<file path="config.mk">
export PLATFORM = sky130hd
export DESIGN_NAME = pla_vector_driver
export DESIGN_NICKNAME = d
export VERILOG_FILES = /design/src/rtl/pla_harness_pkg.sv /design/src/rtl/pla_sweep_counter.sv /design/src/rtl/pla_vector_driver.sv
export SDC_FILE = /design/constraint.sdc
export NUM_CORES = 1
export LEC_CHECK = 0
export CORE_MARGIN = 2
export CORE_UTILIZATION = 35
export DETAILED_ROUTE_END_ITERATION = 10
export GPL_TIMING_DRIVEN = 0
export SLEW_MARGIN = 20
export SYNTH_ARGS = -nofsm -noshare
export SYNTH_HDL_FRONTEND = slang
export SYNTH_HIERARCHICAL = 1
export SYNTH_SLANG_ARGS = --single-unit
</file>
<file path="constraint.sdc">
create_clock -name clk -period 13.32 [get_ports clk]
set_input_delay 3.33 -clock clk [delete_from_list [all_inputs] [get_ports clk]]
set_output_delay 3.33 -clock clk [all_outputs]
set_load 0.1 [all_outputs]
</file>
<file path="src/rtl/pla_harness_pkg.sv">
// Shared types and default sizes for the PLA vector driver harness.
// Contents:
//   N_IN     - default width of the core input vector
//   CNT_W    - default width of the result/error counters
//   SETTLE_W - width of the settle down-counter (settle range 1..15)
//   state_t  - driver FSM states
//   mode_t   - run mode latched at start
package pla_harness_pkg;

   localparam int unsigned N_IN     = 21;
   localparam int unsigned CNT_W    = 32;
   localparam int unsigned SETTLE_W = 4;

   typedef enum logic [2:0] {
      IDLE   = 3'd0,
      LOAD   = 3'd1,
      SETTLE = 3'd2,
      OUT    = 3'd3,
      DONE   = 3'd4
   } state_t;

   typedef enum logic {
      MODE_STREAM = 1'b0,
      MODE_SWEEP  = 1'b1
   } mode_t;

endpackage

</file>
<file path="src/rtl/pla_sweep_counter.sv">
// Exhaustive sweep source for the PLA driver: an N_IN-bit counter with
// synchronous clear and increment, plus a registered all-ones flag.
// Ports:
//   clk, rst  - clock, asynchronous active-high reset
//   clear     - return the counter to zero
//   inc       - advance the counter by one (clear has priority)
//   value     - current sweep vector
//   terminal  - high while value is all ones
module pla_sweep_counter #(
   parameter int unsigned N_IN = 21
) (
   input  logic            clk,
   input  logic            rst,
   input  logic            clear,
   input  logic            inc,
   output logic [N_IN-1:0] value,
   output logic            terminal
);

   logic [N_IN-1:0] value_inc;

   assign value_inc = value + N_IN'(1);

   // terminal tracks the stored value so the caller can test it before
   // asking for the increment that would otherwise wrap to zero
   always_ff @(posedge clk or posedge rst) begin
      if (rst) begin
         value    <= '0;
         terminal <= 1'b0;
      end else if (clear) begin
         value    <= '0;
         terminal <= 1'b0;
      end else if (inc) begin
         value    <= value_inc;
         terminal <= &value_inc;
      end
   end

endmodule

</file>
<file path="src/rtl/pla_vector_driver.sv">
// Stimulus/response stage in front of a combinational PLA core. Drives one
// vector at a time onto the core inputs, waits a programmable settle time,
// samples the core output and presents it as a result with an optional
// expected-value check. Vectors come from a valid/ready stream or from an
// internal exhaustive sweep.
// Ports:
//   clk, rst                      - clock, asynchronous active-high reset
//   start, mode                   - begin a run (IDLE/DONE only); 0 stream, 1 sweep
//   in_valid/in_ready/in_vec/
//   in_exp/in_last                - stream vector input with expected output
//   x_out                         - drive to core inputs (bit i -> xi)
//   y_in                          - core output
//   res_valid/res_ready/res_vec/
//   res_y/res_mismatch            - result output
//   busy, done                    - run status
//   vec_count, err_count          - accepted results / accepted mismatches
module pla_vector_driver #(
   parameter int unsigned N_IN   = pla_harness_pkg::N_IN,
   parameter int unsigned CNT_W  = pla_harness_pkg::CNT_W,
   parameter int unsigned SETTLE = 1
) (
   input  logic             clk,
   input  logic             rst,
   input  logic             start,
   input  logic             mode,
   input  logic             in_valid,
   output logic             in_ready,
   input  logic [N_IN-1:0]  in_vec,
   input  logic             in_exp,
   input  logic             in_last,
   output logic [N_IN-1:0]  x_out,
   input  logic             y_in,
   output logic             res_valid,
   input  logic             res_ready,
   output logic [N_IN-1:0]  res_vec,
   output logic             res_y,
   output logic             res_mismatch,
   output logic             busy,
   output logic             done,
   output logic [CNT_W-1:0] vec_count,
   output logic [CNT_W-1:0] err_count
);

   typedef pla_harness_pkg::state_t state_t;
   typedef pla_harness_pkg::mode_t  mode_t;

   localparam int unsigned SETTLE_W = pla_harness_pkg::SETTLE_W;
   localparam logic [SETTLE_W-1:0] SETTLE_LOAD = SETTLE_W'(SETTLE - 1);

   state_t              state;
   state_t              state_next;
   mode_t               mode_q;
   logic [N_IN-1:0]     stream_vec;
   logic                exp_q;
   logic                last_q;
   logic [SETTLE_W-1:0] settle_cnt;
   logic [N_IN-1:0]     sweep_val;
   logic                sweep_terminal;

   logic                start_run;
   logic                sweep_clear;
   logic                sweep_inc;
   logic                accept_in;
   logic                sample;
   logic                accept_res;

   // Sweep vector source
   pla_sweep_counter #(
      .N_IN (N_IN)
   ) u_sweep (
      .clk      (clk),
      .rst      (rst),
      .clear    (sweep_clear),
      .inc      (sweep_inc),
      .value    (sweep_val),
      .terminal (sweep_terminal)
   );

   // Core drive: both sources are registers and mode_q only changes at start
   assign x_out = (mode_q == pla_harness_pkg::MODE_SWEEP) ? sweep_val : stream_vec;

   // Next-state and per-cycle event decode
   always_comb begin
      state_next  = state;
      start_run   = 1'b0;
      sweep_clear = 1'b0;
      sweep_inc   = 1'b0;
      accept_in   = 1'b0;
      sample      = 1'b0;
      accept_res  = 1'b0;
      unique case (state)
         pla_harness_pkg::IDLE,
         pla_harness_pkg::DONE: begin
            if (start) begin
               start_run   = 1'b1;
               sweep_clear = 1'b1;
               state_next  = mode ? pla_harness_pkg::SETTLE : pla_harness_pkg::LOAD;
            end
         end
         pla_harness_pkg::LOAD: begin
            if (in_valid && in_ready) begin
               accept_in  = 1'b1;
               state_next = pla_harness_pkg::SETTLE;
            end
         end
         pla_harness_pkg::SETTLE: begin
            if (settle_cnt == '0) begin
               sample     = 1'b1;
               state_next = pla_harness_pkg::OUT;
            end
         end
         pla_harness_pkg::OUT: begin
            if (res_ready) begin
               accept_res = 1'b1;
               if (mode_q == pla_harness_pkg::MODE_STREAM) begin
                  state_next = last_q ? pla_harness_pkg::DONE : pla_harness_pkg::LOAD;
               end else if (sweep_terminal) begin
                  state_next = pla_harness_pkg::DONE;
               end else begin
                  sweep_inc  = 1'b1;
                  state_next = pla_harness_pkg::SETTLE;
               end
            end
         end
         default: state_next = pla_harness_pkg::IDLE;
      endcase
   end

   // State register and status flags decoded from the next state
   always_ff @(posedge clk or posedge rst) begin
      if (rst) begin
         state     <= pla_harness_pkg::IDLE;
         in_ready  <= 1'b0;
         res_valid <= 1'b0;
         busy      <= 1'b0;
         done      <= 1'b0;
      end else begin
         state     <= state_next;
         in_ready  <= (state_next == pla_harness_pkg::LOAD);
         res_valid <= (state_next == pla_harness_pkg::OUT);
         busy      <= !((state_next == pla_harness_pkg::IDLE) ||
                        (state_next == pla_harness_pkg::DONE));
         done      <= (state_next == pla_harness_pkg::DONE);
      end
   end

   // Run mode and stream vector capture
   always_ff @(posedge clk or posedge rst) begin
      if (rst) begin
         mode_q     <= pla_harness_pkg::MODE_STREAM;
         stream_vec <= '0;
         exp_q      <= 1'b0;
         last_q     <= 1'b0;
      end else begin
         if (start_run) begin
            mode_q <= mode_t'(mode);
         end
         if (accept_in) begin
            stream_vec <= in_vec;
            exp_q      <= in_exp;
            last_q     <= in_last;
         end
      end
   end

   // Settle timer: loaded on entry to SETTLE, sample when it reads zero
   always_ff @(posedge clk or posedge rst) begin
      if (rst) begin
         settle_cnt <= '0;
      end else if ((state_next == pla_harness_pkg::SETTLE) &&
                   (state != pla_harness_pkg::SETTLE)) begin
         settle_cnt <= SETTLE_LOAD;
      end else if ((state == pla_harness_pkg::SETTLE) && (settle_cnt != '0)) begin
         settle_cnt <= settle_cnt - SETTLE_W'(1);
      end
   end

   // Result capture; held unchanged through OUT until accepted
   always_ff @(posedge clk or posedge rst) begin
      if (rst) begin
         res_vec      <= '0;
         res_y        <= 1'b0;
         res_mismatch <= 1'b0;
      end else if (sample) begin
         res_vec      <= x_out;
         res_y        <= y_in;
         res_mismatch <= (y_in ^ exp_q) & (mode_q == pla_harness_pkg::MODE_STREAM);
      end
   end

   // Saturating result and error counters
   always_ff @(posedge clk or posedge rst) begin
      if (rst) begin
         vec_count <= '0;
         err_count <= '0;
      end else if (start_run) begin
         vec_count <= '0;
         err_count <= '0;
      end else if (accept_res) begin
         if (vec_count != '1) begin
            vec_count <= vec_count + CNT_W'(1);
         end
         if (res_mismatch && (err_count != '1)) begin
            err_count <= err_count + CNT_W'(1);
         end
      end
   end

endmodule

</file>
# Word level (Yosys, flattened, before mapping)
# Index checks and enable logic that the tools add are counted.
# Widths: inputs -> output; s select.
# totals
wordCells	88
input_bits	30
output_inout_bits	112
ff_bits	144
# classes
mux	34
n_addsub	4
n_reduce_logical	19
n_bitwise	3
eq_ne	11
# op_table
op	n
$mux 32	6
$add 32x1->32 const B	2
$ne 32x32->1 const B	2
$mux 21	3
$add 21x1->21 const B	1
$mux 3	7
$reduce_and 21->1	1
$mux 1	14
$eq 3x2->1 const B	4
$pmux 3 s4	1
$reduce_bool 2->1	5
$mux 4	2
$eq 3x1->1 const B	2
$eq 3x3->1 const B	2
$logic_not 3->1	2
$logic_and 1x1->1	4
$logic_not 4->1	1
$reduce_and 2->1	2
$reduce_bool 4->1	1
$sub 4x1->4 const B	1
$ne 3x2->1 const B	1
$mux 2	1
$reduce_or 2->1	1
$and 1x1->1	1
4 further kinds	4

# Logic depth before layout (Yosys ltp)
# logic_depth
word_depth	7
depth_mapped	10
depth_no_buf	8

# Modules after synthesis
# The synthesis kept the hierarchy.
# by_module_without_submodules
mod	n_inst	area_per_inst_um2	cells_per_inst	seq_area_each_um2
pla_vector_driver	1	6249.7	593	3052.9
pla_sweep_counter	1	1303.8	146	550.5

# Least setup slack after synthesis
# OpenSTA, ideal clock, no wires.
# synth_timing
path_kind	input to register
startpoint	input start
endpoint	register u_sweep.value[12]
arrival_ns	4.953
required_ns	13.188
setup_time_ns	0.132
stages	7
slack_ns	8.235
path_buffers	4
cell_sequence	or3b_4 clkinv_2 buf_2 clkbuf_1 buf_1 clkbuf_1 nor2_1
# synth_via
elab_chain_len	3
elab_cells_between_ends	4
classes_between	3 x mux; 1 x reduce/logical
# synth_lines
item	line_no	text
from (decl)	pla_vector_driver.sv:24	input logic start,
$mux 1 * (2 in a row)	--	
named net start_run	pla_vector_driver.sv:60	logic start_run;
$mux 21 / $reduce_bool 2->1 (equally long branches)	--	
to (signal assigned)	pla_sweep_counter.sv:34	value <= value_inc;
to (decl)	pla_sweep_counter.sv:16	output logic [N_IN-1:0] value,
# The timed path passes the listed nets; every way through them passes the cells marked *.
# A chain may end at the register's enable or synchronous reset.

# Worst setup path after layout
# layout_timing
startpoint	register mode_q
endpoint	output x_out[11]
# layout_via
elab_chain_len	1
# layout_lines
item	line_no	text
from (decl)	pla_vector_driver.sv:52	mode_t mode_q;
from (signal assigned)	pla_vector_driver.sv:150	mode_q <= pla_harness_pkg::MODE_STREAM;
from (signal assigned)	pla_vector_driver.sv:156	mode_q <= mode_t'(mode);
$mux 21	pla_vector_driver.sv:80	assign x_out = (mode_q == pla_harness_pkg::MODE_SWEEP) ? sweep_val : stream_vec;
to (decl)	pla_vector_driver.sv:31	output logic [N_IN-1:0] x_out,
# No other way between the ends.

==> impl_results.md <==
- Status: finished, final reports clean
- H-tree depth: 4
- Worst stage delay on the critical path: 1.13 ns
- Placed Cells: 1156
- ANT nets after route: 0
- Clock Skew: 0.00960 ns
- Synth Instances: 739
- FFs w/ async S/R, synth: 100%
- Total gr overflow: 0
- Crit share post-route: 48.4%
- Die W: 151 um
- CP max stage cell: clkdlybuf4s50_1
- Pre-antenna DRT Iters: 4
- Min Tclk post-route: 6.45 ns
- Finished Layout Cells: 1188
- Worst Path Required: 9.99 ns
- Most frequent cells after synthesis: 144 x dfrtp_1, 67 x mux2_2, 63 x nand2_1
- Post-synthesis sequential area ratio: 47.7%
- Max Cap Violations: 0
- Area leader, netlist: dfrtp_1
- Detailed Route Iter0 Violations: 373
- HP Class: register to register
- Final GP Congestion: 0.785
- Cts repair resizes: 0
- Pin count of the biggest net entering global routing: 83
- Top_reg_cell synth: dfrtp_1
- Initial antenna violation count: 0
- Hold Vio Cnt, Final: 0
- CP Launch Type: register
- Cell Chain, Critical Path: clkbuf_1 > clkbuf_1 > mux2_2 > clkdlybuf4s50_1
- Clock latency on the worst-skew pair: 0.42 ns
- Die H: 151 um
- Antenna Cells: 0
- Core Rows: 53
- Reg clk slew, reported paths: 0.06 ns
- CP Capture Type: output port
- Worst slew pin tran: 1.03 ns
- Clock root cell: clkbuf_16
- Fmax: 0.155 GHz
- Die area: 22800 um2
- I/O Pins: 142
- Relative slew slack: 30.9%
- Net Count, Synth: 774
- CP arrival: 3.12 ns
- Area share of the leading cell type in the synthesized netlist: 47.7%
- Total power: 2.03 mW
- Synth top area cells: dfrtp_1 48%, mux2_2 10%, nand2_1 3.1%, or4_1 2.7%, a21oi_1 2.7%
- Drt total wl: 19800 um
- TritonCTS clock tree: done
- Yosys warns: 6
- CTS Hold Buffers Added: 0
- Routed vias/inst: 5.38
- Initial core utilization: 35.8%
- CTS Buffer Depth: 2
- Unrepaired setup endpoints after global routing: no
- Most common cell in the synthesized netlist: dfrtp_1
- Post-DP HPWL: 14200 um
- IO buf count: 141
- Synth Register Bits: 144
- Crit Path Max Fanout: 10
- WS Path Type: register to output port
- Syn avg cell area: 10.2 um2
- Post-synth EDFFs: 0
- Pwr Density: 204 nW/um2
- Setup Buffers After CTS: 0
- Static Leak: 3.94 nW
- Distinct cell type count of the synthesized netlist: 63
- Area delta synth->final: 31.5%
- Clock sink total: 144
- Fraction of layout cells with a size suffix above 1: 14.3%
- DRC viols: 0
- Final setup violation count: 0
- Post-Synthesis Cell Area: 7550 um2
- Tot GR Track Use: 18.1%
- Core area: 21100 um2
- First-pass GRT wire length: 32400 um
- WL/cell: 16.7 um
- Vias in the first global route: 6107
- Max VDD drop: 0.294 mV
- Worst path most repeated cell: clkbuf_1
- CTS Buf Count: 17
- Slew Limit Fails: 0
- Via count: 6386
- Total Negative Setup Slacks: 0 ns
- Layout Nets: 935
-- layout by cell type, fill, tap and decap left out, types with 3 or more instances in the layout --
master / n
nor3_1: 13
nor2_2: 3
a211oi_1: 3
or3_1: 22
nand2_1: 63
and2_1: 3
nor3b_1: 6
nor2_1: 52
clkinvlp_4: 5
nand2b_1: 5
ha_1: 5
a41oi_1: 3
and4_1: 13
and3_1: 7
o211ai_1: 6
clkinv_2: 3
xnor2_1: 18
buf_1: 3
a31oi_1: 3
buf_2: 7
nand3_1: 32
nor4_1: 11
dfrtp_1: 144
a2111oi_0: 6
clkbuf_16: 17
xor2_1: 12
o31ai_1: 22
nor4_4: 3
inv_1: 15
mux2_2: 67
mux2i_1: 7
nor2b_1: 3
nand4_1: 22
a21oi_1: 40
or4_1: 27
o21ai_0: 25
clkbuf_1: 26
clkdlybuf4s50_1: 141
o21ai_1: 3
o21a_1: 5
-- path summary, 6_finish.rpt --
path / start / end / slack [ns] / cells after the start
max reg2reg: state[0]$_DFF_PP0_ / u_sweep/value[19]$_DFFE_PP0P_ / 10.22 / 8
max in group asynchronous: rst / u_sweep/value[0]$_DFFE_PP0P_ / 9.23 / 2
min: err_count[21]$_DFFE_PP0P_ / err_count[21]$_DFFE_PP0P_ / 0.50 / 1
min in group asynchronous: rst / stream_vec[8]$_DFFE_PP0P_ / 3.32 / 2
min reg2reg: err_count[21]$_DFFE_PP0P_ / err_count[21]$_DFFE_PP0P_ / 0.50 / 1
max: mode_q$_DFFE_PP0P_ / x_out[11] / 6.87 / 4
-- per-layer routing --
layer | vias to the layer above | part of all wire, % | GRT usage (%)
li1 | 3078 | - | -
met1 | 3093 | 47 | 25.2
met2 | 187 | 46 | 28.0
met3 | 28 | 5.8 | 3.92
met4 | 0 | 1.6 | 5.84
met5 | - | 0 | 0
-- state kept, by name, indices dropped and copies added, names as in the netlist, 3 cells and up --
signal and cells:
res_vec 21, stream_vec 21, state 3, vec_count 32, u_sweep/value 21, settle_cnt 4, err_count 32
-- where the power goes --
part,total (mW),internal [mW],switching (mW)
Combinational,0.975,0.262,0.713
Clock,0.479,0.287,0.192
Sequential,0.572,0.521,0.0512
-- through the flow --
step                      utilization (%)  cell area [um2]  setup slack, ns  hold WS [ns]
after global routing                 47.1             9930             6.71         0.514
after global placement               44.1             9310             4.55         0.486
after floorplan                         -             7550             6.75         0.463
after detailed placement             44.3             9340             6.83         0.492
after CTS                            47.1             9930             6.81         0.503
final                                47.1             9930             6.87         0.502
-- area by class of cell --
class	count	area (um2)
multi-input cells	539	3710
flip-flops and latches	144	3600
plain buffers	39	178
well taps	275	344
clock buffers	20	457
fillers	2034	11200
clock inverters	12	134
inverters	17	72.6
repair buffers	142	1440
-- kinds of logic after synthesis --
group | Yosys count | synth area share [%]
DFF | 144 | 47.7
and+or+nand+nor | 302 | 22.9
muxes | 74 | 10.9
adders and majority gates | 5 | 0.828
AOI/OAI and AO/OA | 128 | 10.9
xor gates and xnor gates | 30 | 3.48
buffers and inverters | 56 | 3.21
-- worst max-delay path, delay by kind of cell (launching register included) --
family / cells / cell delay (ns)
buf+inv: 3 / 2.09
flops: 1 / 0.32
mux: 1 / 0.29
Power figures use the tool's default switching activity.
